<file path="src/rtl/mips_pkg.sv">
// mips_pkg: shared opcodes, control vectors and field positions for the pipeline
package mips_pkg;
  localparam logic [5:0] OP_RTYPE = 6'b000000;
  localparam logic [5:0] OP_LW    = 6'b100011;
  localparam logic [5:0] OP_SW    = 6'b101011;
  localparam logic [5:0] OP_BEQ   = 6'b000100;
  localparam int WB_REGWRITE = 1;
  localparam int WB_MEMTOREG = 0;
  localparam int M_BRANCH    = 2;
  localparam int M_MEMREAD   = 1;
  localparam int M_MEMWRITE  = 0;
  localparam int EX_REGDST   = 3;
  localparam int EX_ALUOP_LO = 1;
  localparam int EX_ALUSRC   = 0;
  typedef struct packed {
    logic [1:0] wb;
    logic [2:0] m;
    logic [3:0] ex;
  } ctl_t;
  localparam ctl_t CTL_RTYPE = '{wb: 2'b10, m: 3'b000, ex: 4'b1100};
  localparam ctl_t CTL_LW    = '{wb: 2'b11, m: 3'b010, ex: 4'b0001};
  localparam ctl_t CTL_SW    = '{wb: 2'b00, m: 3'b001, ex: 4'b0001};
  localparam ctl_t CTL_BEQ   = '{wb: 2'b00, m: 3'b100, ex: 4'b0010};
  localparam ctl_t CTL_NOP   = '{wb: 2'b00, m: 3'b000, ex: 4'b0000};
  function automatic ctl_t decode_ctl(input logic [5:0] op);
    return op == OP_RTYPE ? CTL_RTYPE :
           op == OP_LW    ? CTL_LW    :
           op == OP_SW    ? CTL_SW    :
           op == OP_BEQ   ? CTL_BEQ   : CTL_NOP;
  endfunction
  // rt is a source operand only for these formats; for lw it is the destination
  function automatic logic reads_rt(input logic [5:0] op);
    return op == OP_RTYPE || op == OP_SW || op == OP_BEQ;
  endfunction
endpackage

</file>
<file path="src/rtl/regfile_32x32.sv">
// regfile_32x32: 2R1W register file with WB write-through bypass and async clear
module regfile_32x32 (
  input  logic        clk,
  input  logic        rst,
  input  logic [4:0]  ra1,
  input  logic [4:0]  ra2,
  input  logic        we,
  input  logic [4:0]  wa,
  input  logic [31:0] wd,
  output logic [31:0] rd1,
  output logic [31:0] rd2
);
  logic [31:0][31:0] mem;
  logic wr;
  assign wr = we && wa != 5'd0;
  // storage: cleared while rst is low, $0 never written
  always_ff @(posedge clk or negedge rst)
    if (!rst) mem <= '0;
    else if (wr) mem[wa] <= wd;
  // read ports: reset and $0 read zero, a pending WB write is forwarded
  always_comb begin
    rd1 = (!rst || ra1 == 5'd0) ? '0 : (wr && wa == ra1) ? wd : mem[ra1];
    rd2 = (!rst || ra2 == 5'd0) ? '0 : (wr && wa == ra2) ? wd : mem[ra2];
  end
endmodule

</file>
<file path="src/rtl/id_decode_stage.sv">
// id_decode_stage: MIPS ID stage - decode, register read, sign extension, load-use stall
module id_decode_stage
  import mips_pkg::*;
#(
  parameter int STALL_CNT_W = 16
) (
  input  logic                   clk,
  input  logic                   rst,
  input  logic [31:0]            instr,
  input  logic [31:0]            npc_in,
  input  logic                   wb_regwrite,
  input  logic [4:0]             wb_writereg,
  input  logic [31:0]            wb_writedata,
  input  logic                   idex_memread,
  input  logic [4:0]             idex_rt,
  output logic [1:0]             ctlwb_out,
  output logic [2:0]             ctlm_out,
  output logic [3:0]             ctlex_out,
  output logic [31:0]            npc,
  output logic [31:0]            readdat1,
  output logic [31:0]            readdat2,
  output logic [31:0]            signext_out,
  output logic [4:0]             instr_2016,
  output logic [4:0]             instr_1511,
  output logic                   stall,
  output logic [STALL_CNT_W-1:0] stall_count
);
  logic [5:0] op;
  logic [4:0] rs;
  ctl_t       ctl;
  logic       bubble;
  assign op          = instr[31:26];
  assign rs          = instr[25:21];
  assign instr_2016  = instr[20:16];
  assign instr_1511  = instr[15:11];
  assign npc         = npc_in;
  assign signext_out = {{16{instr[15]}}, instr[15:0]};
  regfile_32x32 u_rf (
    .clk (clk),
    .rst (rst),
    .ra1 (rs),
    .ra2 (instr_2016),
    .we  (wb_regwrite),
    .wa  (wb_writereg),
    .wd  (wb_writedata),
    .rd1 (readdat1),
    .rd2 (readdat2)
  );
  // decode and load-use detection; a stall or reset turns the controls into a bubble
  always_comb begin
    ctl       = decode_ctl(op);
    stall     = rst && idex_memread && idex_rt != 5'd0 &&
                (idex_rt == rs || (idex_rt == instr_2016 && reads_rt(op)));
    bubble    = stall || !rst;
    ctlwb_out = bubble ? '0 : ctl.wb;
    ctlm_out  = bubble ? '0 : ctl.m;
    ctlex_out = bubble ? '0 : ctl.ex;
  end
  // saturating count of stall cycles
  always_ff @(posedge clk or negedge rst)
    if (!rst) stall_count <= '0;
    else if (stall && stall_count != '1) stall_count <= stall_count + 1'b1;
endmodule

</file>
<file path="config.mk">
export PLATFORM = sky130hd
export DESIGN_NAME = id_decode_stage
export DESIGN_NICKNAME = d
export VERILOG_FILES = /design/src/rtl/mips_pkg.sv /design/src/rtl/regfile_32x32.sv /design/src/rtl/id_decode_stage.sv
export SDC_FILE = /design/constraint.sdc
export NUM_CORES = 2
export LEC_CHECK = 0
export CORE_ASPECT_RATIO = 1.5
export CORE_MARGIN = 2
export CORE_UTILIZATION = 45
export CTS_CLUSTER_DIAMETER = 100
export DETAILED_ROUTE_END_ITERATION = 10
export GPL_TIMING_DRIVEN = 0
export PLACE_DENSITY = 0.65
export SYNTH_ARGS = -nofsm -noshare
export SYNTH_HDL_FRONTEND = slang
export SYNTH_SLANG_ARGS = --single-unit
</file>
<file path="constraint.sdc">
create_clock -name clk -period 2.8 [get_ports clk]
set_input_delay 0.42 -clock clk [delete_from_list [all_inputs] [get_ports clk]]
set_output_delay 0.42 -clock clk [all_outputs]
set_load 0.02 [all_outputs]
</file>
## Word-level counts from Yosys, hierarchy flattened

Index checks and enable logic that the tools add are counted.

- Logic and storage cells: 85
- Output and inout port bits: 164
- Bits of input ports: 110
- Register bits: 1,040

- Magnitude comparators: 4
- Equality and inequality tests: 8
- Add/subtract/negate cells: 1
- Multiplexer cells: 18
- Reduce and logical (&&, ||, !) cells: 21

Operators by type and width:

| kind | number |
|---|---|
| $bwmux 1024 | 1 |
| $bmux 32 s5 | 2 |
| $mux 32 | 7 |
| $demux 32 s5 | 1 |
| $eq 5x5->1 | 4 |
| $lt 5x6->1 const B | 3 |
| $mux 9 | 2 |
| $add 16x1->16 const B | 1 |
| $ne 16x16->1 const B | 1 |
| $mux 7 | 2 |
| $eq 6x6->1 const B | 2 |
| $logic_not 5->1 | 2 |
| $reduce_bool 5->1 | 2 |
| $logic_and 1x1->1 | 9 |
| $eq 6x3->1 const B | 1 |
| $logic_not 6->1 | 1 |
| $logic_or 1x1->1 | 6 |
| $ge 5x1->1 const B | 1 |
| $mux 4 | 1 |
| $mux 3 | 1 |
| $mux 2 | 1 |
| $logic_not 1->1 | 1 |

## Depth between registers and ports, before layout

- Word-level depth: 8
- Mapped depth: 10

## By module

A second synthesis with hierarchy kept.

- Cell total of the unflattened synthesis: 3,965
- Area total of the unflattened synthesis: 56,636.8 um^2

Modules (own cells, without submodules):

| module | cells each | seq. area each (um^2) | instances | area an instance (um^2) |
|---|---|---|---|---|
| regfile_32x32 | 3,790 | 25,624.6 | 1 | 55,070.3 |
| id_decode_stage | 175 | 400.4 | 1 | 1,566.5 |

## Least setup slack after synthesis

Ideal clock, no wire load.

- Path type: in2out
- Start: in instr[22]
- End: out ctlm_out[2]
- Required time: 2,380 ps
- Slack: -294 ps
- Arrival time: 2,674 ps
- Path buffers: 4
- Stages: 10
- Path through: buf_4 buf_4 xnor2_1 nand3_1 nor3_1 o21ai_2 buf_6 nand2_1 nor4b_1 buf_4

- Word-level cells in the longest chain between the ends: 5

RTL lines:

| item | line | RTL |
|---|---|---|
| from (decl) | id_decode_stage.sv:9 | `input logic [31:0] instr,` |
| $eq 5x5->1 | id_decode_stage.sv:53 | `(idex_rt == rs \|\| (idex_rt == instr_2016 && reads_rt(op)));` |
| $logic_or 1x1->1 | id_decode_stage.sv:53 |  |
| $logic_and 1x1->1 | id_decode_stage.sv:52 | `stall = rst && idex_memread && idex_rt != 5'd0 &&` |
| $logic_or 1x1->1 | id_decode_stage.sv:54 | `bubble = stall \|\| !rst;` |
| $mux 3 | id_decode_stage.sv:56 | `ctlm_out = bubble ? '0 : ctl.m;` |
| to (decl) | id_decode_stage.sv:17 | `output logic [2:0] ctlm_out,` |

No other way between the ends.

## Worst setup path in the final report

- Start: in instr[21]
- End: out readdat1[12]

- Word-level cells in the longest chain between the ends: 4
- Elaborated cells on any way between the ends: 8
- Those cells by class: eq/ne: 1; mux: 4; reduce/logical: 3

RTL lines:

| item | line | RTL |
|---|---|---|
| $bmux 32 s5 / $eq 5x5->1 (equally long branches) | regfile_32x32.sv:22 | `rd1 = (!rst \|\| ra1 == 5'd0) ? '0 : (wr && wa == ra1) ? wd : mem[ra1];` |
| $mux 32 (implied by the code) / $logic_and 1x1->1 (equally long branches) | regfile_32x32.sv:22 |  |
| $mux 32 | regfile_32x32.sv:22 |  |
| $mux 32 * | regfile_32x32.sv:22 |  |
| to (decl) | id_decode_stage.sv:20 | `output logic [31:0] readdat1,` |

Mark *: on every way between the ends. The rest lies on a longest branch, timed or not. The select of a mux whose other input is x is not followed.

==> flow_metrics.py <==
metrics = {
    "synth": {
        "synth-edff-count": 0,
        "synth_top_cell_by_area": "sky130_fd_sc_hd__dfrtp_1",
        "synth_most_common_cell": "sky130_fd_sc_hd__dfrtp_1",
        "synth_commonest_cells": "1040 x sky130_fd_sc_hd__dfrtp_1, 1016 x sky130_fd_sc_hd__mux2_2, 336 x sky130_fd_sc_hd__mux2i_1, 321 x sky130_fd_sc_hd__mux4_2, 227 x sky130_fd_sc_hd__clkbuf_1",
        "synth.top_cells.by_area": "sky130_fd_sc_hd__dfrtp_1 46%, sky130_fd_sc_hd__mux2_2 20%, sky130_fd_sc_hd__mux4_2 13%",
        "synth_cells": 4140,
        "synth_cell_type_count": 51,
        "synth_warnings": 0,
        "yosys_register_bits": 1040,
        "synthesis.area_per_instance_um2": 13.7,
        "synth_top_cell_area_share_pct": 46.0,
        "synth.cell_area_mm2": 0.0566,
        "yosys_most_used_dff": "sky130_fd_sc_hd__dfrtp_1",
        "synth.net_count": 4251,
        "synth_sequential_area_ratio_pct": 46.0,
        "fraction_of_registers_with_async_set_reset_pct": 100,
    },
    "detailed_routing": {
        "antenna_left": 0,
        "dr_total_vias": 44215,
        "met1_length_um": 80700,
        "via_per_inst": 6.95,
        "drt_wl_total_um": 245000,
        "highest-signal-layer": "met5",
        "remaining_drc_errors": 0,
        "drt_first_iter_violations": 5016,
        "drt_pass1_iterations": 8,
        "wire_per_inst_um": 38.6,
        "met3RoutedLength_um": 24500,
        "detailroute.wirelength.met2_um": 110000,
    },
    "floorplan": {
        "die-width_um": 294,
        "die_area_mm2": 0.129,
        "start_util_pct": 45.3,
        "ios": 274,
        "die_height_um": 438,
        "core_region_area_mm2": 0.125,
        "rows": 159,
    },
    "worst_setup_path": {
        "crit_path_frequent_cell": "sky130_fd_sc_hd__buf_12",
        "end_kind": "primary output",
        "crit_start": "instr[21]",
        "category_of_the_worst_setup_path_launch_point": "primary input",
        "critical_path_class": "in -> out",
        "required_ns": 2.38,
        "critical_path.reg2reg.startpoint": "stall_count[5]",
        "path_cells": "buf_8, buf_12, buf_12, buf_12, buf_12, nor2_4, a2111oi_4, a221oi_2, nor2_4, a221o_1, buf_6",
        "cp_data_arrival_time_ns": 2.96,
        "timing.critical_path.slowest_cell_delay_ns": 0.64,
        "critical_path.slowest_cell": "sky130_fd_sc_hd__a2111oi_4",
        "maximum_fanout_along_the_worst_path": 10,
    },
    "global_routing": {
        "grt_first_pass_wirelength_um": 341000,
        "antenna_found_initial": 13,
        "grt_max_degree": 174,
        "grt.total_usage_pct": 38.0,
        "globalRoute.totalOverflow": 0,
        "grt_pass1_vias": 45068,
    },
    "sta": {
        "timing.hold.ws_ns": 0.118,
        "report.final.slew_viol_count": 0,
        "worst-slew-pin-transition_ns": 1.45,
        "finalHoldViolations": 0,
        "post-route-period-util_pct": 121,
        "fin_tns_setup_ns": -22.60,
        "rsz_0062_raised_after_global_routing": "yes",
        "setup_viol": 74,
        "fin_crit_ns": 3.38,
        "timing.max_slew.rel_slack_pct": 3.03,
        "final_worst_slack_ns": -0.584,
        "achievable-frequency_mhz": 295,
        "skew_ns": 0.00664,
    },
    "placed_design": {
        "placedCellCount": 5977,
        "preCtsSetupSlack_ns": -3.41,
        "io_buffer_count": 220,
        "finalWeightedCongestion": 1.02,
        "detailed_place_hpwl_um": 167000,
    },
    "cts": {
        "tritoncts": "yes",
        "total_clock_buffers_created_by_cts": 107,
        "ctsLongestPathBuffers": 3,
        "htree_levels": 3,
        "clock_sinks": 1040,
        "clk_pin_slew_ns": 0.06,
        "cts_root_buf": "sky130_fd_sc_hd__clkbuf_16",
        "clock_insertion_delay_at_the_later_pin_of_the_skew_report_ns": 0.75,
    },
    "cells_and_area": {
        "finish.net_count": 4769,
        "non_filler_instance_count_after_layout": 6361,
        "areaGrowthSynthToFinish_pct": 27.9,
        "post_route_cells_drive_above_1_share_pct": 52.5,
    },
    "power_and_ir_drop": {
        "power_per_cell_area_mw_per_mm2": 650,
        "p_leak_nw": 30.9,
        "ir_drop_mv": 0.494,
    },
    "run_status": {
        "violated_checks": "setup timing",
        "status": "finished, violations left",
    },
    "min_path": {
        "timing.hold.worst.class": "in -> async",
    },
    "flow_run": {
        "cap_violations": 0,
    },
}
[power by group]
group / leakage, nW / internal (mW) / total [mW] / switching [mW]
Sequential: 13.3 / 17.9 / 20.1 / 2.20
Combinational: 15.8 / 6.27 / 12.1 / 5.85
Clock: 1.72 / 8.39 / 14.9 / 6.47
Total: 30.9 / 32.5 / 47.0 / 14.5
[layout by cell type, fill, tap and decap left out, types with 20 or more instances in the layout]
cell | synthesis | routed
sky130_fd_sc_hd__a221oi_1 | 152 | 27
sky130_fd_sc_hd__a221o_1 | 64 | 54
sky130_fd_sc_hd__buf_8 | 0 | 40
sky130_fd_sc_hd__a221oi_2 | 0 | 77
sky130_fd_sc_hd__dfrtp_1 | 1040 | 1039
sky130_fd_sc_hd__clkbuf_8 | 0 | 52
sky130_fd_sc_hd__buf_16 | 0 | 25
sky130_fd_sc_hd__buf_1 | 85 | 65
sky130_fd_sc_hd__buf_6 | 6 | 126
sky130_fd_sc_hd__o21ai_0 | 142 | 57
sky130_fd_sc_hd__o21ai_1 | 0 | 46
sky130_fd_sc_hd__a21oi_4 | 0 | 51
sky130_fd_sc_hd__clkbuf_16 | 0 | 140
sky130_fd_sc_hd__buf_2 | 128 | 42
sky130_fd_sc_hd__nor2_1 | 115 | 88
sky130_fd_sc_hd__o21ai_2 | 1 | 27
sky130_fd_sc_hd__mux2_2 | 1016 | 1016
sky130_fd_sc_hd__a22oi_1 | 118 | 74
sky130_fd_sc_hd__a22oi_2 | 0 | 44
sky130_fd_sc_hd__a221oi_4 | 0 | 48
sky130_fd_sc_hd__clkdlybuf4s50_1 | 0 | 123
sky130_fd_sc_hd__a21oi_1 | 72 | 23
sky130_fd_sc_hd__nand2_1 | 23 | 22
sky130_fd_sc_hd__mux2i_1 | 336 | 316
sky130_fd_sc_hd__buf_12 | 0 | 65
sky130_fd_sc_hd__clkbuf_4 | 0 | 21
sky130_fd_sc_hd__clkbuf_1 | 227 | 167
sky130_fd_sc_hd__nor2b_1 | 26 | 20
sky130_fd_sc_hd__buf_4 | 89 | 191
sky130_fd_sc_hd__mux4_2 | 321 | 321
sky130_fd_sc_hd__nor2_4 | 0 | 25
[cell type report]
cell class | instances | area [um^2]
diodes | 10 | 25.0
plain buffers | 527 | 4880
clock buffers | 160 | 3080
clock inverters | 32 | 422
fillers | 9774 | 52500
inverters | 5 | 22.5
multi-input cells | 2560 | 31100
flip-flops and latches | 1040 | 26000
well taps | 1610 | 2010
repair buffers | 417 | 4860
[path summary, 6_finish.rpt]
kind,to,slack (ns),cells after the start
min in group clk,u_rf.mem[352],0.39,4
hold reg to reg,u_rf.mem[22],0.48,1
setup reg to reg,stall_count[9],0.44,7
hold / removal,u_rf.mem[484],0.12,5
max in group asynchronous,u_rf.mem[841],1.19,5
setup / recovery,readdat1[12],-0.58,11
[stage by stage]
stage	instance area [um^2]	power [mW]	utilization, %
final	72400	47.0	58.0
after global routing	72400	48.4	57.9
after CTS	71300	46.3	57.1
after detailed placement	61100	30.0	48.9
after global placement	60900	29.5	48.7
after floorplan	56600	26.2	-
[worst max-delay path, delay by kind of cell]
kind                   cells  cell delay [ns]
AO/OA/AOI/OAI              3             1.04
buffers and inverters      6             1.18
AND/OR/NAND/NOR            2             0.29
[what timing repair did]
item | CTS | global route
cloned | 25 | 5
endpoints found under the setup margin | 120 | 82
hold buffers | 9 | 0
hold endpoints to repair | 192 | 0
resized for setup | 1669 | 200
setup buffers | 91 | 69
pin swaps | 133 | 62
[kinds of logic after synthesis]
family / count (synthesis) / synth area share [%]
buffers and inverters: 540 / 4.53
AOI/OAI and AO/OA: 607 / 7.84
xor gates and xnor gates: 34 / 0.526
and+or+nand+nor: 236 / 2.03
muxes: 1682 / 39.1
adders and majority gates: 1 / 0.0221
DFF: 1040 / 46.0
[registers in the layout, indices dropped and copies added (netlist names)]
register	count
u_rf.mem	1024
stall_count	16
[metal layers]
metal / track usage, % / vias up
met3: 10.5 / 1194
met4: 36.2 / 2
met2: 58.6 / 3171
met5: 0.826 / -
met1: 42.3 / 22958
li1: - / 16890
Power figures use the tool's default switching activity.
